--- src/rtl/fifo_wptr_ctrl_if.sv ---
// Write-side port bundle of the dual-clock FIFO pointer controller.
// slave = the pointer controller, master = the producer / test driver.
interface fifo_wptr_ctrl_if #(
  parameter int AWIDTH = 3
);
  // Handshake: wrreq_i is the producer's valid, ~full_o is the ready.
  // A word is transferred on a clk_i edge where wr_en_o (= wrreq_i & ~full_o) is high.
  // A word that is not accepted must be held and retried by the producer.
  logic              wrreq_i;
  logic [AWIDTH:0]   rptr_gray_sync_i;
  logic              wr_en_o;
  logic [AWIDTH-1:0] waddr_o;
  logic [AWIDTH:0]   wptr_gray_o;
  logic              full_o;
  logic              almost_full_o;
  logic [AWIDTH:0]   usedw_o;
  logic              ovf_o;

  modport slave (
    input  wrreq_i,
    input  rptr_gray_sync_i,
    output wr_en_o,
    output waddr_o,
    output wptr_gray_o,
    output full_o,
    output almost_full_o,
    output usedw_o,
    output ovf_o
  );

  modport master (
    output wrreq_i,
    output rptr_gray_sync_i,
    input  wr_en_o,
    input  waddr_o,
    input  wptr_gray_o,
    input  full_o,
    input  almost_full_o,
    input  usedw_o,
    input  ovf_o
  );
endinterface

--- src/rtl/fifo_wptr_ctrl.sv ---
// Write-domain pointer controller: gates writes, keeps binary/Gray write pointers,
// and derives full / almost-full / fill level / overflow against the synced read pointer.
module fifo_wptr_ctrl #(
  parameter int AWIDTH   = 3,
  parameter int AF_LEVEL = 6
) (
  input  logic             clk_i,
  input  logic             aclr_i,
  fifo_wptr_ctrl_if.slave  bus
);

  localparam logic [AWIDTH:0] AF_L = (AWIDTH + 1)'(AF_LEVEL);

  logic [AWIDTH:0] wbin_q, wbin_d;
  logic [AWIDTH:0] wgray_q, wgray_d;
  logic [AWIDTH:0] usedw_q, usedw_d;
  logic            full_q, full_d;
  logic            af_q, af_d;
  logic            ovf_q, ovf_d;
  logic            wr_en;
  logic [AWIDTH:0] rg;
  logic [AWIDTH:0] rbin;
  logic [AWIDTH:0] full_cmp;

  assign rg = bus.rptr_gray_sync_i;

  always_comb begin
    wr_en   = bus.wrreq_i & ~full_q;
    wbin_d  = wbin_q + {{AWIDTH{1'b0}}, wr_en};
    wgray_d = wbin_d ^ (wbin_d >> 1);

    // Gray-to-binary: each binary bit is the XOR of all Gray bits at or above it.
    rbin = '0;
    for (int i = 0; i <= AWIDTH; i++) begin
      rbin[i] = ^(rg >> i);
    end

    // Full when the write pointer is exactly one lap (2^AWIDTH) ahead of the read pointer.
    full_cmp = {~rg[AWIDTH:AWIDTH-1], rg[AWIDTH-2:0]};
    full_d   = (wgray_d == full_cmp);

    usedw_d = wbin_d - rbin;
    af_d    = (usedw_d >= AF_L);
    ovf_d   = ovf_q | (bus.wrreq_i & full_q);
  end

  always_ff @(posedge clk_i or posedge aclr_i) begin
    if (aclr_i) begin
      wbin_q  <= '0;
      wgray_q <= '0;
      usedw_q <= '0;
      full_q  <= 1'b0;
      af_q    <= 1'b0;
      ovf_q   <= 1'b0;
    end else begin
      wbin_q  <= wbin_d;
      wgray_q <= wgray_d;
      usedw_q <= usedw_d;
      full_q  <= full_d;
      af_q    <= af_d;
      ovf_q   <= ovf_d;
    end
  end

  assign bus.wr_en_o       = wr_en;
  assign bus.waddr_o       = wbin_q[AWIDTH-1:0];
  assign bus.wptr_gray_o   = wgray_q;
  assign bus.full_o        = full_q;
  assign bus.almost_full_o = af_q;
  assign bus.usedw_o       = usedw_q;
  assign bus.ovf_o         = ovf_q;

endmodule

--- src/flat_wrapper.sv ---
// flat-port wrapper written by rule: the top's interface ports become plain ports
module fifo_wptr_ctrl_flat 
#(
  parameter int AWIDTH   = 3,
  parameter int AF_LEVEL = 6
)
  (clk_i, aclr_i, bus_wrreq_i, bus_rptr_gray_sync_i, bus_wr_en_o, bus_waddr_o, bus_wptr_gray_o, bus_full_o, bus_almost_full_o, bus_usedw_o, bus_ovf_o);
  fifo_wptr_ctrl_if #(.AWIDTH(AWIDTH)) bus_i ();
  input  logic clk_i;
  input  logic aclr_i;
  input wire logic [$bits(bus_i.wrreq_i)-1:0] bus_wrreq_i;
  input wire logic [$bits(bus_i.rptr_gray_sync_i)-1:0] bus_rptr_gray_sync_i;
  output wire logic [$bits(bus_i.wr_en_o)-1:0] bus_wr_en_o;
  output wire logic [$bits(bus_i.waddr_o)-1:0] bus_waddr_o;
  output wire logic [$bits(bus_i.wptr_gray_o)-1:0] bus_wptr_gray_o;
  output wire logic [$bits(bus_i.full_o)-1:0] bus_full_o;
  output wire logic [$bits(bus_i.almost_full_o)-1:0] bus_almost_full_o;
  output wire logic [$bits(bus_i.usedw_o)-1:0] bus_usedw_o;
  output wire logic [$bits(bus_i.ovf_o)-1:0] bus_ovf_o;
  assign bus_i.wrreq_i = bus_wrreq_i;
  assign bus_i.rptr_gray_sync_i = bus_rptr_gray_sync_i;
  assign bus_wr_en_o = bus_i.wr_en_o;
  assign bus_waddr_o = bus_i.waddr_o;
  assign bus_wptr_gray_o = bus_i.wptr_gray_o;
  assign bus_full_o = bus_i.full_o;
  assign bus_almost_full_o = bus_i.almost_full_o;
  assign bus_usedw_o = bus_i.usedw_o;
  assign bus_ovf_o = bus_i.ovf_o;
  fifo_wptr_ctrl #(.AWIDTH(AWIDTH), .AF_LEVEL(AF_LEVEL)) u_core (.clk_i(clk_i), .aclr_i(aclr_i), .bus(bus_i));
endmodule
--- config.mk ---
export PLATFORM = sky130hd
export DESIGN_NAME = fifo_wptr_ctrl_flat
export DESIGN_NICKNAME = d
export VERILOG_FILES = /design/src/rtl/fifo_wptr_ctrl_if.sv /design/src/rtl/fifo_wptr_ctrl.sv /design/src/flat_wrapper.sv
export SDC_FILE = /design/constraint.sdc
export NUM_CORES = 1
export LEC_CHECK = 0
export ABC_AREA = 1
export CAP_MARGIN = 40
export CELL_PAD_IN_SITES_DETAIL_PLACEMENT = 2
export CELL_PAD_IN_SITES_GLOBAL_PLACEMENT = 2
export CORE_ASPECT_RATIO = 1.25
export CORE_MARGIN = 5
export CORE_UTILIZATION = 26
export CTS_CLUSTER_SIZE = 25
export DETAILED_ROUTE_END_ITERATION = 12
export GPL_TIMING_DRIVEN = 0
export PLACE_DENSITY_LB_ADDON = 0.1
export SETUP_SLACK_MARGIN = 0.05
export SLEW_MARGIN = 20
export SYNTH_ARGS = -nofsm -noshare
export SYNTH_HDL_FRONTEND = slang
export SYNTH_SLANG_ARGS = --single-unit
--- constraint.sdc ---
create_clock -name clk_i -period 2.15 [get_ports clk_i]
set_input_delay 0.43 -clock clk_i [delete_from_list [all_inputs] [get_ports clk_i]]
set_output_delay 0.43 -clock clk_i [all_outputs]
set_load 0.02 [all_outputs]
# ---- Word level (Yosys, flattened, before mapping)
# Index checks and enable logic that the tools add are counted.
dict set report op_classes {
  n_bitwise 6
  reduce_logical 4
  n_lt_le_gt_ge 1
  addsub 2
  n_eq_ne 1
}
# cell n
set op_table {}
lappend op_table {{$reduce_xor 4->1} 4}
lappend op_table {{$add 4x1->4} 1}
lappend op_table {{$eq 4x4->1} 1}
lappend op_table {{$ge 4x3->1 const B} 1}
lappend op_table {{$sub 4x4->4} 1}
lappend op_table {{$xor 4x3->4} 1}
lappend op_table {{$and 1x1->1} 2}
lappend op_table {{$not 2->2} 1}
lappend op_table {{$not 1->1} 1}
lappend op_table {{$or 1x1->1} 1}
dict set report word_totals {
  register_bits 15
  wordCells 20
  in_bits 7
  out_inout_bits 15
}

# ---- Longest topological paths before layout
# Gate-level depths: netlist (run 1).
dict set report depth {
  word_depth 5
  ltp_mapped 12
  depth_no_buf 12
}

# ---- Worst setup path after synthesis (run 1)
# OpenSTA, ideal clock, no wires.
dict set report synth_timing {
  kind {register to register}
  startpoint {register u_core.full_q, in the netlist u_core.bus.full_o}
  endpoint {register u_core.af_q, in the netlist u_core.bus.almost_full_o}
  synth_period_minus_slack_ns 2.310
  arrival_ns 2.184
  path_stages_with_launch 12
  n_path_buf 0
  setup_slack_ns -0.160
  cell_sequence {dfrtp_1 -> nor2_1 -> ha_1 -> ha_1 -> inv_1 -> nand2_1 -> nand2_2 -> ha_1 -> a21oi_1 -> inv_1 -> nand2_1 -> nand3_1}
}
dict set report synth_between {
  elab_chain_cells 5
}
# item line
set synth_lines {}
lappend synth_lines {{start, declared} fifo_wptr_ctrl.sv:17} ;# logic full_q, full_d;
lappend synth_lines {{start signal, assigned} fifo_wptr_ctrl.sv:59} ;# full_q <= full_d;
lappend synth_lines {{$not 1->1} fifo_wptr_ctrl.sv:28} ;# wr_en = bus.wrreq_i & ~full_q;
lappend synth_lines {{$and 1x1->1} fifo_wptr_ctrl.sv:28}
lappend synth_lines {{via bus_wr_en_o} flat_wrapper.sv:13} ;# output wire logic [$bits(bus_i.wr_en_o)-1:0] bus_wr_en_o;
lappend synth_lines {{$add 4x1->4} fifo_wptr_ctrl.sv:29} ;# wbin_d = wbin_q + {{AWIDTH{1'b0}}, wr_en};
lappend synth_lines {{via u_core.wbin_d[2]} fifo_wptr_ctrl.sv:14} ;# logic [AWIDTH:0] wbin_q, wbin_d;
lappend synth_lines {{$sub 4x4->4} fifo_wptr_ctrl.sv:42} ;# usedw_d = wbin_d - rbin;
lappend synth_lines {{$ge 4x3->1} fifo_wptr_ctrl.sv:43} ;# af_d = (usedw_d >= AF_L);
lappend synth_lines {{via u_core.af_d} fifo_wptr_ctrl.sv:18} ;# logic af_q, af_d;
lappend synth_lines {{end signal, assigned} fifo_wptr_ctrl.sv:53} ;# af_q <= 1'b0;
lappend synth_lines {{end signal, assigned} fifo_wptr_ctrl.sv:60} ;# af_q <= af_d;
lappend synth_lines {{end, declared} fifo_wptr_ctrl.sv:18}
# The timed path passes the listed nets, and every way through them passes these cells.

# ---- Worst setup path after layout (run 1)
dict set report layout_timing {
  startpoint {input port bus_rptr_gray_sync_i[0]}
  endpoint {register u_core.af_q, in the netlist u_core.bus.almost_full_o}
}
dict set report layout_between {
  elab_chain_cells 3
}
# item line
set layout_lines {}
lappend layout_lines {{start, declared} flat_wrapper.sv:12} ;# input wire logic [$bits(bus_i.rptr_gray_sync_i)-1:0] bus_rptr_gray_sync_i;
lappend layout_lines {{$reduce_xor 4->1} fifo_wptr_ctrl.sv:35} ;# rbin[i] = ^(rg >> i);
lappend layout_lines {{$sub 4x4->4} fifo_wptr_ctrl.sv:42}
lappend layout_lines {{via u_core.usedw_d[1]} fifo_wptr_ctrl.sv:16} ;# logic [AWIDTH:0] usedw_q, usedw_d;
lappend layout_lines {{$ge 4x3->1} fifo_wptr_ctrl.sv:43}
lappend layout_lines {{via u_core.af_d} fifo_wptr_ctrl.sv:18}
# The timed path passes the listed nets, and every way through them passes these cells.

==> impl_metrics.env, run 1 <==
export IMPL_critPathTopFamily="adder cells"
export IMPL_period_minus_slack_ns=1.986
export IMPL_rrSetupSlack_ns=0.23
export IMPL_synth_top_area_cell="dfrtp_1"
export IMPL_wl_per_cell_um=14.16
export IMPL_routed_wl_mm=2.110
export IMPL_synthCells=86
export IMPL_numCtsBuffers=3
export IMPL_worst_path_largest_cell_delay_ns=0.52
export IMPL_drc_errors=0
export IMPL_num_vias=665
export IMPL_grt_pass1_wl_mm=3.567
export IMPL_p_leak_nw=0.5933
export IMPL_die_w_um=58.38
export IMPL_fmax_ghz=0.5034
export IMPL_critPathBufInv=2
export IMPL_detail_route_vias_per_cell=4.463
export IMPL_seqCellArea_um2=350.3
export IMPL_gp_congestion=0.7504
export IMPL_antennaDiodeCount=0
export IMPL_syn2layout_area_growth_pct=51.15
export IMPL_crit_required_ns=2.33
export IMPL_synth_cell_area_um2=760.7
export IMPL_timing_max_cap_violations=0
export IMPL_final_util_pct=39.78
export IMPL_cts_max_level=1
export IMPL_slew_violations=0
export IMPL_ys_ff_latch=14
export IMPL_synthDominantCellAreaShare_pct=46.05
export IMPL_clk_latency_ns=0.28
export IMPL_multi_input_area_um2=420.4
export IMPL_power_mw=2.037
export IMPL_ys_warn_count=0
export IMPL_num_fill_cells=334
export IMPL_rows=22
export IMPL_cp_slowest_cell="fa_2"
export IMPL_clock_sinks=14
export IMPL_initial_core_util_pct=26.32
export IMPL_outcome="complete, no violations"
export IMPL_port_buffers=21
export IMPL_timing_final_crit_share_pct=92.39
export IMPL_syn_area_per_cell_um2=8.846
export IMPL_tritoncts="yes"
export IMPL_drt_initial_drc_count=12
export IMPL_tns_ns=0
export IMPL_antenna_found_initial=0
export IMPL_arrival_ns=2.16
export IMPL_tightest_slew_ns=0.5574
export IMPL_final_common_cell="nand2_1"
export IMPL_dr_pass1_iters=3
export IMPL_cp_end_kind="register"
export IMPL_rsz0062_at_grt="false"
export IMPL_async_reset_ff_share_pct=100.0
export IMPL_timing_critical_path_cells="clkdlybuf4s50_1 -> xor2_1 -> xnor2_1 -> ha_1 -> fa_2 -> inv_1 -> nand2_1 -> nand3_1"
export IMPL_syn_nets=99
export IMPL_core_area_um2=2890
export IMPL_max_slew_margin_rel_pct=62.80
export IMPL_peakVddDrop_uv=572.3
export IMPL_grt_pass1_vias=757
export IMPL_dieArea_um2=4114
export IMPL_final_nets=127
export IMPL_finClkSkew_ns=0.0008840
export IMPL_ios=22
export IMPL_grt_max_degree=15
export IMPL_antenna_left=0
export IMPL_grtUsageTotal_pct=11.86
export IMPL_gr_total_overflow=0
export IMPL_die_h_um=70.48
export IMPL_cellPowerDensity_nw_per_um2=1771
export IMPL_hold_violations=0
export IMPL_synth_cell_types=17
export IMPL_setup_viol_count_final=0
export IMPL_root_buffer="clkbuf_4"
export IMPL_start_kind="input port"
export IMPL_yosys_most_used_dff="dfrtp_1"
export IMPL_criticalPathCategory="input port to register"
export IMPL_cp_max_fo=2
export IMPL_ys_seq_area_share_pct=46.05
export IMPL_clk_pin_slew_worst_paths_ns=0.09
export IMPL_hp_class="input port to register"
export IMPL_clockBufferDepth=2
export IMPL_layout_common_cells="nand2_1 (20), clkdlybuf4s50_1 (16), inv_1 (15)"
export IMPL_dp_hpwl_mm=1.651
export IMPL_synth_area_leaders="dfrtp_1 (46%), nand2_1 (10%), ha_1 (8.2%), inv_1 (7.9%), nand3_1 (6.6%)"
export IMPL_drive_above_1_share_pct=20.35
export IMPL_synth_edf_count=0
## synth_stat cells (2+ instances only)
master,number
xor2_1,2
nor2_1,2
inv_1,16
nand3_1,10
nand2_1,21
nand2_2,4
nand4_1,2
dfrtp_1,14
ha_1,5
xnor2_1,3
## worst paths after layout
kind / start / end / depth (start not counted)
min in group asynchronous: aclr_i / u_core.bus.almost_full_o$_DFF_PP0_ / 2
min reg2reg: u_core.bus.ovf_o$_DFF_PP0_ / u_core.bus.ovf_o$_DFF_PP0_ / 1
max in group asynchronous: aclr_i / u_core.bus.wptr_gray_o[2]$_DFF_PP0_ / 2
min: bus_wrreq_i / u_core.bus.ovf_o$_DFF_PP0_ / 2
max: bus_rptr_gray_sync_i[0] / u_core.bus.almost_full_o$_DFF_PP0_ / 8
max reg2reg: u_core.bus.full_o$_DFF_PP0_ / u_core.bus.almost_full_o$_DFF_PP0_ / 8
## worst register-to-register path: cells and delay by family (launching register included)
kind	cells	cell delay (ns)
adder cells (fa/ha/maj)	3	1.02
buffers and inverters	2	0.14
flip-flops	1	0.43
AND/OR/NAND/NOR	3	0.21
## metal layers
layer  vias to the layer above  global-route usage (%)  share of wire [%]
li1                        318                       -                  -
met1                       332                   12.99                 38
met2                        13                   20.87                 58
met3                         2                   2.218                2.8
met4                         0                   6.186                1.2
met5                         -                       0                  0
## cell type report
| class | instances | share of cell area [%] |
|---|---|---|
| clock buffer | 4 | 3.156 |
| multi-input combinational | 55 | 36.56 |
| timing repair buffer | 23 | 20.35 |
| tap | 36 | 3.917 |
| inverter | 17 | 5.550 |
| sequential | 14 | 30.47 |
## power by group
part           leakage (nW)  internal, mW  switching [mW]  total [mW]
sequential            0.166         0.405          0.0963       0.501
clock                0.0210         0.103          0.0936       0.197
combinational         0.406         0.602           0.737        1.34
## timing repair
item / in CTS / in global routing
setup buffers: 1 / 1
pin swaps: 0 / 3
setup endpoints to repair: 6 / 3
endpoints found under the hold margin: 0 / 0
resized for setup: 9 / 8
hold buffers: 0 / 0
cloned: 0 / 0
## metrics by stage
stage               cell area (µm²)  cells  hold slack [ns]  setup slack, ns
floorplan                     768.2     86           0.3192          0.05446
global placement               1023    143           0.4449          -0.5528
detailed placement             1023    143           0.4518          -0.6162
CTS                            1115    148           0.4714          0.01254
global route                   1150    149           0.4314          0.06800
finish                         1150    149           0.4216           0.1637
## sequential cells by signal (all words and copies together) (netlist names)
name                      flops
u_core.bus.almost_full_o      1
u_core.bus.full_o             1
u_core.bus.ovf_o              1
u_core.bus.usedw_o            4
u_core.bus.wptr_gray_o        3
u_core.wbin_q                 4
## logic make-up (layout without fill, tap and decap cells)
logic type | Yosys count | after routing | synth area share [%]
AOI/OAI and AO/OA | 3 | 3 | 2.632
xor gates and xnor gates | 6 | 6 | 7.896
adders and majority gates | 6 | 6 | 10.86
buffers and inverters | 17 | 44 | 8.388
DFF | 14 | 14 | 46.05
and+or+nand+nor | 40 | 40 | 24.18
Power figures use the tool's default switching activity.
==> inputs of run 2 (changes only) <==
SLEW_MARGIN = 10   (was 20)
==> results of run 2 <==
No change in the layout: final DEF, timing and power equal those of run 1.
